<file path="config.mk">
export PLATFORM = sky130hd
export DESIGN_NAME = demux1xn_stream
export DESIGN_NICKNAME = d
export VERILOG_FILES = /design/src/rtl/demux_pkg.sv /design/src/rtl/demux_chan_buf.sv /design/src/rtl/demux1xn_stream.sv
export SDC_FILE = /design/constraint.sdc
export NUM_CORES = 1
export LEC_CHECK = 0
export CELL_PAD_IN_SITES_DETAIL_PLACEMENT = 0
export CELL_PAD_IN_SITES_GLOBAL_PLACEMENT = 1
export CORE_MARGIN = 8
export CORE_UTILIZATION = 24
export CTS_CLUSTER_DIAMETER = 60
export DETAILED_ROUTE_END_ITERATION = 16
export PLACE_DENSITY = 0.71
export SYNTH_ARGS = -nofsm -noshare
export SYNTH_HDL_FRONTEND = slang
export SYNTH_SLANG_ARGS = --single-unit
</file>
<file path="constraint.sdc">
create_clock -name clk -period 1.4 [get_ports clk]
set_clock_uncertainty 0.05 [all_clocks]
set_input_delay 0.42 -clock clk [delete_from_list [all_inputs] [get_ports clk]]
set_output_delay 0.42 -clock clk [all_outputs]
set_load 0.1 [all_outputs]
</file>
<file path="src/rtl/demux_pkg.sv">
// demux_pkg
//   Shared definitions for the 1xN stream demultiplexer.
//   DROP_CNT_W : width of the saturating dropped-word counter.
//   clog2()    : ceiling log2, usable in parameter expressions.
package demux_pkg;

  localparam int unsigned DROP_CNT_W = 8;

  function automatic int unsigned clog2(input int unsigned value);
    int unsigned r;
    int unsigned v;
    r = 0;
    v = (value == 0) ? 0 : value - 1;
    while (v > 0) begin
      r++;
      v = v >> 1;
    end
    return r;
  endfunction

endpackage

</file>
<file path="src/rtl/demux_chan_buf.sv">
// demux_chan_buf
//   Single-entry buffer for one output channel.
//   clk       : clock, rising edge
//   rst       : synchronous active-high reset, clears flag and data
//   load      : capture load_data (wins over drain when both asserted)
//   load_data : word to capture
//   drain     : consumer took the held word this cycle
//   full      : buffer holds a word
//   data      : held word
module demux_chan_buf #(
  parameter int unsigned WIDTH = 4
) (
  input  logic             clk,
  input  logic             rst,
  input  logic             load,
  input  logic [WIDTH-1:0] load_data,
  input  logic             drain,
  output logic             full,
  output logic [WIDTH-1:0] data
);

  logic             r_full;
  logic [WIDTH-1:0] r_data;

  always_ff @(posedge clk) begin
    if (rst) begin
      r_full <= 1'b0;
      r_data <= '0;
    end else if (load) begin
      // A load in the same cycle as a drain replaces the outgoing word.
      r_full <= 1'b1;
      r_data <= load_data;
    end else if (drain) begin
      r_full <= 1'b0;
    end
  end

  assign full = r_full;
  assign data = r_data;

endmodule

</file>
<file path="src/rtl/demux1xn_stream.sv">
// demux1xn_stream
//   Routes a valid/ready input stream to one of N output channels, each
//   backed by a single-entry buffer. Words addressed to a non-existent
//   channel are accepted, discarded and counted.
//   clk, rst   : clock and synchronous active-high reset
//   in_data    : input word
//   in_sel     : destination channel index
//   in_valid   : producer offers a word
//   in_ready   : offer accepted this cycle (independent of in_valid)
//   out_data   : packed channel words, channel k at [k*WIDTH +: WIDTH],
//                zero when that channel is empty
//   out_valid  : per-channel full flag
//   out_ready  : per-channel consumer accept
//   drop_cnt   : saturating count of out-of-range words
module demux1xn_stream
  import demux_pkg::*;
#(
  parameter  int unsigned WIDTH = 4,
  parameter  int unsigned N     = 2,
  localparam int unsigned SEL_W = (clog2(N) < 1) ? 1 : clog2(N)
) (
  input  logic                  clk,
  input  logic                  rst,
  input  logic [WIDTH-1:0]      in_data,
  input  logic [SEL_W-1:0]      in_sel,
  input  logic                  in_valid,
  output logic                  in_ready,
  output logic [N*WIDTH-1:0]    out_data,
  output logic [N-1:0]          out_valid,
  input  logic [N-1:0]          out_ready,
  output logic [DROP_CNT_W-1:0] drop_cnt
);

  logic [N-1:0]            w_hit;
  logic [N-1:0]            w_load;
  logic [N-1:0]            w_drain;
  logic [N-1:0]            w_full;
  logic [WIDTH-1:0]        w_data [N];
  logic                    w_drop;
  logic [DROP_CNT_W-1:0]   r_drop_cnt;

  // Select decode and ready mux; an index with no matching channel
  // leaves in_ready at 1 so the word can be dropped.
  always_comb begin
    w_hit    = '0;
    in_ready = 1'b1;
    for (int unsigned k = 0; k < N; k++) begin
      if (in_sel == SEL_W'(k)) begin
        w_hit[k] = 1'b1;
        in_ready = !w_full[k] || out_ready[k];
      end
    end
  end

  assign w_load  = {N{in_valid && in_ready}} & w_hit;
  assign w_drain = w_full & out_ready;
  assign w_drop  = in_valid && !(|w_hit);

  for (genvar k = 0; k < N; k++) begin : g_chan
    demux_chan_buf #(
      .WIDTH(WIDTH)
    ) u_buf (
      .clk      (clk),
      .rst      (rst),
      .load     (w_load[k]),
      .load_data(in_data),
      .drain    (w_drain[k]),
      .full     (w_full[k]),
      .data     (w_data[k])
    );
    assign out_data[k*WIDTH +: WIDTH] = w_full[k] ? w_data[k] : '0;
  end

  assign out_valid = w_full;

  always_ff @(posedge clk) begin
    if (rst) begin
      r_drop_cnt <= '0;
    end else if (w_drop && (r_drop_cnt != '1)) begin
      r_drop_cnt <= r_drop_cnt + 1'b1;
    end
  end

  assign drop_cnt = r_drop_cnt;

endmodule

</file>
==> metrics.csv <==
stage,metric,value,unit
yosys,muxShareOfSynthArea,16.4,%
detailed_routing,drc,0,
yosys,synth_simple_gate_area_share,29.0,%
worst_hold_path,hp-class,reg -> reg,
die,start_util,25.2,%
flow_run,max_cap_viol_count,0,
detailed_routing,drt-pass1-iter-count,1,
critical_path,cp.arrival,1.12,ns
status,violations,setup timing,
power_and_ir_drop,peakVddDrop,0.582,mV
worst_hold_path,min_to,g_chan[1].u_buf.data[1],
sta,worst_slack,-0.187,ns
clocking,htree_levels,1,
finish,layout_commonest_cell,nand2b_1,
worst_hold_path,min_from,g_chan[1].u_buf.data[1],
global_route,grt_max_degree,15,
global_route,grt-busiest-layer,met2,
yosys,syn-instance-count,59,
yosys,ys_seq_area_share,36.0,%
global_route,met2_usage,11.2,%
yosys,yosysUniqueCellTypes,14,
detailed_routing,finalWirelength,1220,um
sta,rsz0062_at_grt,yes,
global_route,grt_pass1_wl,2100,um
detailed_routing,wl_per_cell,10.9,um
finish,final.fill_count,240,
sta,setup_viol,9,
yosys,avgSynthCellArea,9.44,um2
finish,drive_above_1_share,42.9,%
critical_path,start_kind,register,
critical_path,required,0.93,ns
finish,antenna_cells,0,
global_route,grt_pass1_vias,509,
clocking,cts_root_buffer,clkbuf_4,
placement,gp_congestion,0.637,
global_route,antenna_found_initial,0,
global_route,grt_use_met1,5.76,%
clocking,cts_buffers,3,
global_route,overflow,0,
clocking,cts_buffer_depth,2,
sta,fmax,0.630,GHz
detailed_routing,routed-via-count,441,
sta,maxSlewViolCount,0,
die,core.rowCount,17,
die,die_width,64.2,um
sta,period_needed,1.59,ns
power_and_ir_drop,powerDensity,884,mW/mm2
critical_path,r2r_slack,0.31,ns
critical_path,r2r_start,g_chan[0].u_buf.full,
finish,area_growth,69.7,%
detailed_routing,initialDrtViolationCount,0,
die,dieArea,0.00412,mm2
finish,layout_common_cells,"12 x nand2b_1, 11 x buf_12, 8 x mux2i_1, 8 x conb_1, 8 x dfxtp_1",
global_route,grtUsageMet3,4.53,%
sta,whs,0.421,ns
yosys,syn_area,557,um2
clocking,cts_tree,done,
critical_path,ff2ff_path_depth,4,
yosys,yosys_warnings,0,
worst_hold_path,hold-path-cell-count,2,
die,pin_count,29,
yosys,synth-seq-cells,10,
placement,io_buffers,20,
finish,final_nets,95,
detailed_routing,antenna_left,0,
placement,placed_area,902,um2
yosys,synth_top_family_by_area,simple AND/OR/NAND/NOR gates,
yosys,synth-compound-area-share,1.80,%
detailed_routing,vias_per_cell,3.94,
clocking,clkTransAtPathRegs,0.07,ns
die,core,0.00221,mm2
yosys,synthAdderAreaFrac,0,%
clocking,clock_latency,0.26,ns
critical_path,cp_max_fo,2,
power_and_ir_drop,p_leak,0.000427,uW
clocking,cts.sinks,10,
clocking,hold_buffers,0,
critical_path,worstReg2RegEnd,g_chan[0].u_buf.data[0],
critical_path,end_kind,primary output,
critical_path,crit_type,reg -> out,
sta,finalCritPeriodShare,113,%
status,run_status,"finished, violations left",
global_route,grt.total_usage,6.23,%
finish,design_area,945,um2
placement,hpwlAfterDp,994,um
sta,hold_viol,0,
finish,fin_util,42.7,%
die,die_h,64.2,um
yosys,synthXorXnorAreaFrac,0,%
-- report_power, final --
group | total [uW] | leakage, uW | switching, uW | internal [uW]
logic | 270 | 0.000323 | 185 | 84.3
clock network | 257 | 0.0000210 | 98.9 | 158
registers | 309 | 0.0000826 | 8.68 | 300
total | 835 | 0.000427 | 293 | 542
-- metrics by stage --
step | std cells | worst slack [ns] | TNS (ns) | total power, uW
after floorplan | 66 | -0.0226 | -0.0226 | 530
after global placement | 107 | -0.495 | -2.67 | 584
after detailed placement | 107 | -0.506 | -2.78 | 585
after CTS | 112 | -0.199 | -1.55 | 848
after global routing | 112 | -0.219 | -1.84 | 874
final | 112 | -0.187 | -1.38 | 835
-- how the worst max path moves through the flow --
stage          cells after the start  endpoint                  from
3_3_place_gp                       4  in_ready          out_ready[0]
4_1_cts                            3  in_ready  g_chan[0].u_buf.full
2_1_floorplan                      2  in_ready          out_ready[0]
3_5_place_dp                       4  in_ready          out_ready[0]
5_1_grt                            3  in_ready  g_chan[1].u_buf.full
6_report                           3  in_ready  g_chan[0].u_buf.full
-- state kept, by name, summed over array words and instances (netlist names) --
name               flops
g_chan.u_buf.data      8
g_chan.u_buf.full      2
-- cells in the mapped netlist --
cell,count,area share (%)
nand2b_1,13,15
and3b_1,1,1.6
clkbuf_1,1,0.67
a21oi_1,2,1.8
nand2b_2,1,1.6
nand3b_1,1,1.3
buf_6,1,2.0
mux2_2,1,2.0
and2_1,8,9.0
buf_4,10,13
mux2i_1,8,14
conb_1,1,0.67
nand3_1,1,0.90
dfxtp_1,10,36
-- kinds of logic after synthesis --
kind of cell	after synthesis
AOI/OAI and AO/OA	2
buffers and inverters	12
DFF	10
muxes	9
other	1
and+or+nand+nor	25
-- layout make-up --
cell class	instances	area (um2)	area share [%]
clock buffer	4	36.3	3.84
multi-input combinational	44	325	34.4
sequential	10	203	21.5
tap	28	35.0	3.71
timing repair buffer	26	345	36.6
-- timing repair --
item | in CTS | in global routing
pin swaps | 0 | 0
setup buffers | 1 | 0
endpoints found under the setup margin | 15 | 11
resized for setup | 15 | 0
-- layer usage --
metal	vias to the layer above	part of all wire, %
met1	200	42
met2	21	46
met4	0	0
met5	-	0
li1	220	-
met3	0	12
-- worst max-delay path, stage by stage, from the launching register on --
cell	delay, ns
dfxtp_2	0.35
nand2b_4	0.06
mux2_4	0.28
buf_12	0.17
(Power assumes the default switching activity.)
